$ cat src/rtl/instr_fetch.sv
// Instruction fetch stage: program memory with load/warm/run sequencing and a
// registered IF/ID output (instruction, pc+4, valid, fault, fetch counter).
module instr_fetch #(
  parameter int MEM_WORDS = 64,
  parameter int ADDR_BITS = 6
) (
  input  logic                 clk,
  input  logic                 reset,
  input  logic [31:0]          pc,
  input  logic                 stall,
  input  logic                 flush,
  input  logic                 prog_en,
  input  logic                 prog_we,
  input  logic [ADDR_BITS-1:0] prog_addr,
  input  logic [31:0]          prog_data,
  output logic [31:0]          instr_code,
  output logic [31:0]          pc_plus4,
  output logic                 if_valid,
  output logic                 addr_fault,
  output logic [15:0]          fetch_count
);

  typedef enum logic [1:0] {LOAD, WARM, RUN} state_t;

  state_t state, state_nxt;

  logic [31:0]          mem [MEM_WORDS];
  logic [ADDR_BITS-1:0] word_idx;
  logic                 misaligned;
  logic                 out_of_range;
  logic                 run_update;
  logic [31:0]          pc_next;

  always_ff @(posedge clk or negedge reset) begin
    if (!reset) state <= LOAD;
    else        state <= state_nxt;
  end

  always_comb begin
    state_nxt = state;
    case (state)
      LOAD:    if (!prog_en) state_nxt = WARM;
      WARM:    state_nxt = RUN;
      RUN:     if (prog_en) state_nxt = LOAD;
      default: state_nxt = LOAD;
    endcase
  end

  // A RUN edge with prog_en already high is the edge that leaves RUN, so it
  // behaves like LOAD and forces a NOP.
  always_comb begin
    word_idx     = pc[ADDR_BITS+1:2];
    misaligned   = |pc[1:0];
    out_of_range = |pc[31:ADDR_BITS+2];
    pc_next      = pc + 32'd4;
    run_update   = (state == RUN) && !prog_en;
  end

  // Program memory is deliberately outside the reset domain.
  always_ff @(posedge clk) begin
    if (state == LOAD && prog_we) mem[prog_addr] <= prog_data;
  end

  always_ff @(posedge clk or negedge reset) begin
    if (!reset) begin
      instr_code  <= '0;
      pc_plus4    <= '0;
      if_valid    <= 1'b0;
      addr_fault  <= 1'b0;
      fetch_count <= '0;
    end else if (!run_update || flush) begin
      instr_code <= '0;
      if_valid   <= 1'b0;
      addr_fault <= 1'b0;
    end else if (!stall) begin
      pc_plus4 <= pc_next;
      if (misaligned || out_of_range) begin
        instr_code <= '0;
        if_valid   <= 1'b0;
        addr_fault <= 1'b1;
      end else begin
        instr_code <= mem[word_idx];
        if_valid   <= 1'b1;
        addr_fault <= 1'b0;
        if (fetch_count != 16'hFFFF) fetch_count <= fetch_count + 16'd1;
      end
    end
  end

endmodule

$ cat config.mk
export PLATFORM = sky130hd
export DESIGN_NAME = instr_fetch
export DESIGN_NICKNAME = d
export VERILOG_FILES = /design/src/rtl/instr_fetch.sv
export SDC_FILE = /design/constraint.sdc
export NUM_CORES = 2
export LEC_CHECK = 0
export ABC_AREA = 0
export CELL_PAD_IN_SITES_DETAIL_PLACEMENT = 2
export CELL_PAD_IN_SITES_GLOBAL_PLACEMENT = 2
export CORE_MARGIN = 5
export CORE_UTILIZATION = 35
export DETAILED_ROUTE_END_ITERATION = 8
export GPL_TIMING_DRIVEN = 0
export PLACE_DENSITY = 0.7
export SYNTH_ARGS = -nofsm -noshare
export SYNTH_HDL_FRONTEND = slang
export SYNTH_SLANG_ARGS = --single-unit
export TNS_END_PERCENT = 30
$ cat constraint.sdc
create_clock -name clk -period 8.2 [get_ports clk]
set_input_delay 0.82 -clock clk [delete_from_list [all_inputs] [get_ports clk]]
set_output_delay 0.82 -clock clk [all_outputs]
set_load 0.01 [all_outputs]
[Word-level counts from Yosys, hierarchy flattened]
Memories as Yosys holds them, arrays and structs flattened.
Cells that the tools add are included.
Word-level totals
  register bits: 84
  bits in latches: 0
  RAM bits: 2048
  bits in read-only memories: 0
  input port bits: 76
  output and inout port bits: 82
  memories kept: 1
Cells by class
  add/sub/neg operators: 2
  multipliers: 0
  div/mod/pow operators: 0
  $lt $le $gt $ge: 0
  eq/ne operators: 6
  shifts and indexed selects: 0
  multiplexer cells: 14
  bitwise logic cells: 3
  reductions and logical operators: 12
Memories
  mem: words 64, width 32, rd ports 1, clocked after Yosys merged registers in 0, wr ports 1, RTL line 27  | logic [31:0] mem [MEM_WORDS];
Operator list (number)
  $mux 32: 3
  $add 32x3->32 const B: 1
  $reduce_or 24->1: 1
  $add 16x1->16 const B: 1
  $ne 16x16->1 const B: 1
  $mux 1: 8
  $pmux 2 s3: 1
  $mux 2: 2
  $ne 2x2->1 const B: 2
  $reduce_and 2->1: 2
  $reduce_and 4->1: 1
  $not 1->1: 3
  $eq 2x1->1 const B: 1
  $eq 2x2->1 const B: 1
  $logic_and 1x1->1: 2
  $logic_not 1->1: 2
  $logic_not 2->1: 1
  $logic_or 1x1->1: 2
  $ne 2x1->1 const B: 1
  $reduce_or 2->1: 1

[Depth between registers and ports, before layout]
  depth after elaboration: 6
  depth in mapped cells: 12

[Worst setup path before layout]
No wires, ideal clock.
  path type: input to register
  start point: input port prog_addr[5]
  end point: memory mem[35][0], enable pin
  library setup time: 421 ps
  arrival: 3019 ps
  setup slack: 4760 ps
  stages on the path: 4
  path buffers: 2
  path through: clkbuf_1 -> or3b_2 -> clkbuf_1 -> nor2_1
RTL lines
  start: declaration: RTL line 14  | input logic [ADDR_BITS-1:0] prog_addr,
  end: declaration: RTL line 27
No word-level cell before the write port.

[Worst setup path after layout]
  start point: input port pc[3]
  end point: register instr_code[13]
Between the ends
  longest elaborated chain between the ends: 4
RTL lines
  start: declaration: RTL line 9  | input logic [31:0] pc,
  $mem_v2 64x32
  $mux 32: RTL line 77  | if (misaligned || out_of_range) begin
  $mux 32: RTL line 75  | end else if (!stall) begin
  $mux 32: RTL line 71  | end else if (!run_update || flush) begin
  end signal: assignment: RTL line 82  | instr_code <= mem[word_idx];
  end: declaration: RTL line 16  | output logic [31:0] instr_code,
Every way passes these cells. The select of a mux whose other input is x is not followed.
A chain may end at the register's enable or synchronous reset.

==> metrics.md <==
| Metric | Value |
|---|---|
| Post-layout power | 0.0239 W |
| Clock tree from TritonCTS | done |
| Count of antenna-violating nets left after detailed routing | 0 |
| Die area | 0.243 mm^2 |
| Setup TNS after final layout | 0 ns |
| Post-synthesis sequential element count | 2132 |
| Total vias in the final route | 46186 |
| HP Class | in -> reg |
| WL per Instance | 42.5 um |
| Height of the die | 493 um |
| Fraction of synthesized cell area taken by the top area cell type | 75.4% |
| Maximum buffer depth of the clock tree | 3 |
| Final hold vios | 0 |
| Reg-to-reg slack, setup | 3.67 ns |
| Layout net count | 4375 |
| Library cell with the largest summed area after synthesis | edfxtp_1 |
| Distinct cells, synth | a little over 60 |
| Setup crit end kind | flop |
| Std-Cell Core Area | 0.232 mm^2 |
| Max capacitance violation total | 4 |
| Syn Inst Count | 3797 |
| Detailed router's first-iteration violation count | 7228 |
| Count of endpoints failing setup in the final report | 0 |
| Met3 wire length | 35100 um |
| Effective utilization at floorplan | 35.1% |
| Clk root buf | clkbuf_16 |
| Data arrival time of the worst path | between 6 and 7 ns |
| Tightest slew margin relative to the limit | -5.93% |
| Share of synthesized area occupied by flip-flops and latches | roughly four fifths |
| Final Routed Wirelength | 321000 um |
| Power density normalized to cell area | 246 mW/mm^2 |
| Total length of routed met2 wires | about 150000 um |
| Width of the chip | 493 um |
| Largest net degree at the start of global routing | around 70 |
| Router iterations before antenna repair | 6 |
| Worst r2r src | state[0] |
| Post-route DRC violation count | 0 |
| Synthesized netlist net count | between 3000 and 4000 |
| Fraction of layout cells with a size suffix above 1 | 24.8% |
| Type of element launching the critical path | input pin |
| Post-route fraction of the period consumed by the critical path | 65.6% |
| Post-DR vias/cell | 6.12 |
| Overall fraction of global-route tracks in use | 26.0% |
| Most area-consuming cells after synthesis | edfxtp_1 75%, mux4_2 13%, dfrtp_1 2.6% |
| Number of enable flip-flop cells after synthesis | 2048 |
| Pleak | between 30 and 40 nW |
| Wire length of the first global-routing pass | 433000 um |
| Worst path buffer plus inverter count | 4 |
| Global route overflow | 0 |
| Fraction of registers with async set/reset | 3.94% |
| Time the final worst path needs with I/O delays and setup | approximately 5.4 ns |
| HPWL reported at the end of detailed placement | 216000 um |
| Area Growth Syn to Fin | 19.1% |
| Top library cells by usage in the layout, fill and taps aside | 2048 x edfxtp_1, 454 x mux4_2, 222 x clkbuf_16 |
| Status | complete, but fails checks |
| CTS clk-pin slew, worst paths | 0.06 ns |
| Slew at the pin closest to its max-slew limit | 1.59 ns |
| Number of top-level design ports | 158 |
| Hold worst-path end | mem[40][6] |
| Post-Syn Area per Cell | between 20 and 25 um^2 |
| Cell type of the slowest stage on the worst timing path | clkdlybuf4s50_1 |
| Final max-slew violation count | 36 |
| Number of global-route vias before repair | 48730 |
| Max stage delay on crit path | 0.90 ns |
| Worst-case reg-to-reg path depth | 7 |
| Min-Delay Path Depth | 1 |
| Maximum level of the CTS H-tree | 4 |
| Clk sinks | 2132 |
| Critical-path maximum fanout | 10 |
| Synthesis warning total | 0 |
| Setup repair after global routing missed its margin | no |
| IR Drop Worst-Case VDD | 0.239 mV |
| FMAX | 186 MHz |
| Number of buffers inserted by port buffering | 154 |
| Weighted congestion at the end of routability-driven global placement | 0.856 |
| Critical path class | in -> reg |
| Antenna violations before repair | 34 |
| TritonCTS Buffers | ~220 |
| Commonest non-fill, non-tap cell in the layout | edfxtp_1 |
| Most common flop cell mapped by yosys | edfxtp_1 |
| Worst path cell trace | clkdlybuf4s50_1 > buf_2 > clkbuf_1 > clkbuf_1 > mux4_2 > mux2i_1 > nand3_1 > o2111ai_1 > nand3_1 |
| Routed length on met1 | 115000 um |
| Family with the most delay on the worst path | buffers and inverters |
| Row cnt | roughly 180 |
| Top layer in use | met5 |
| Start point of the worst min-delay path | prog_data[6] |
| Worst reg2reg path endpoint | instr_code[13] |
| Clk_lat worst skew | 0.88 ns |
| Failing checks | capacitance limit, slew limit |
| Synthesized area | 0.0815 mm^2 |
| Final Skew | 0.0825 ns |
| Data required time of the critical path | 8.91 ns |
## metal layers
layer / vias up / GRT usage (%)
met4: 18 / 11.9
met5: - / 0
met2: 3263 / 41.9
met3: 739 / 7.67
met1: 25132 / 32.5
li1: 17034 / -
## Yosys cell counts (all sizes together), types with 2 or more instances
cell,number
edfxtp,2048
mux4,454
mux2i,167
nand2,130
buf,105
nor2,105
clkbuf,99
o22ai,90
dfrtp,84
a22oi,80
nand3,53
o21ai,52
a211oi,48
a21oi,48
xnor2,27
and3,19
a221oi,16
nand2b,15
xor2,15
a22o,13
nor3,11
nor2b,10
a31oi,9
nand4,9
nor4,9
o221ai,9
mux2,7
o41ai,7
and2,6
or4,6
nand3b,5
a211o,4
and4,4
inv,4
or2,3
or3,3
a2111o,2
a221o,2
a311oi,2
ha,2
nor4b,2
or3b,2
or4b,2
## cell families after synthesis
group,share of synthesized area (%)
simple gates,2.34
compound gates,3.22
flops,78.0
buf+inv,1.25
mux,14.7
fa+ha+maj,0.0307
xor+xnor,0.451
## power by group
part           internal (W)  total, W  switching, W
logic              0.000556   0.00159       0.00103
registers            0.0121    0.0121     0.0000806
clock network       0.00560    0.0101       0.00454
total                0.0182    0.0239       0.00565
## repair_timing
| item | 4_1_cts | 5_1_grt |
|---|---|---|
| hold endpoints to repair | 13 | 0 |
| setup buffers | 0 | 0 |
| hold buffers | 1 | 0 |
| resized for setup | 0 | 0 |
## layout make-up
class                      count  area [um^2]
buffer                       204         1010
tap                         3043         3810
timing repair buffer         279         4130
sequential                  2132        63600
clock buffer                 299         6060
clock inverter               110         1040
multi-input combinational   1456        17400
fill                       21254       135000
inverter                       5         18.8
antenna                       18         45.0
## metrics by stage
| step | utilization [%] | hold WS, ns | setup WS [ns] | area (um^2) | cells |
|---|---|---|---|---|---|
| global route | 41.8 | 0.286 | 3.07 | 97100 | 7531 |
| CTS | 41.8 | 0.264 | 3.13 | 97100 | 7527 |
| global placement | 37.4 | 0.467 | 0.889 | 86900 | 6994 |
| finish | 41.8 | 0.327 | 2.82 | 97100 | 7546 |
| floorplan | - | 0.480 | 4.76 | 81500 | 3797 |
| detailed placement | 38.7 | 0.477 | 2.31 | 89900 | 7117 |
## sequential cells by signal, indices dropped and copies added (netlist names)
name / cells
mem: 2048
instr_code: 32
pc_plus4: 32
fetch_count: 16
state: 2
addr_fault: 1
if_valid: 1
## worst reg2reg max path: stages (launching register included)
cell and delay [ns]:
dfrtp_1 0.46, nor4b_4 0.80, and2b_1 0.25, buf_6 0.23, nand3_4 0.32, nor2_1 1.16
o2111ai_1 0.89, nand3_1 0.31
## worst max path at each step
| stage | from | endpoint | cells past startpoint |
|---|---|---|---|
| 2_1_floorplan | prog_addr[5] | mem[35][0] | 4 |
| 3_3_place_gp | prog_we | mem[40][19] | 4 |
| 3_5_place_dp | pc[3] | instr_code[13] | 9 |
| 4_1_cts | pc[3] | instr_code[13] | 9 |
| 5_1_grt | pc[3] | instr_code[13] | 9 |
| 6_report | pc[3] | instr_code[13] | 9 |
Power figures use the tool's default switching activity.
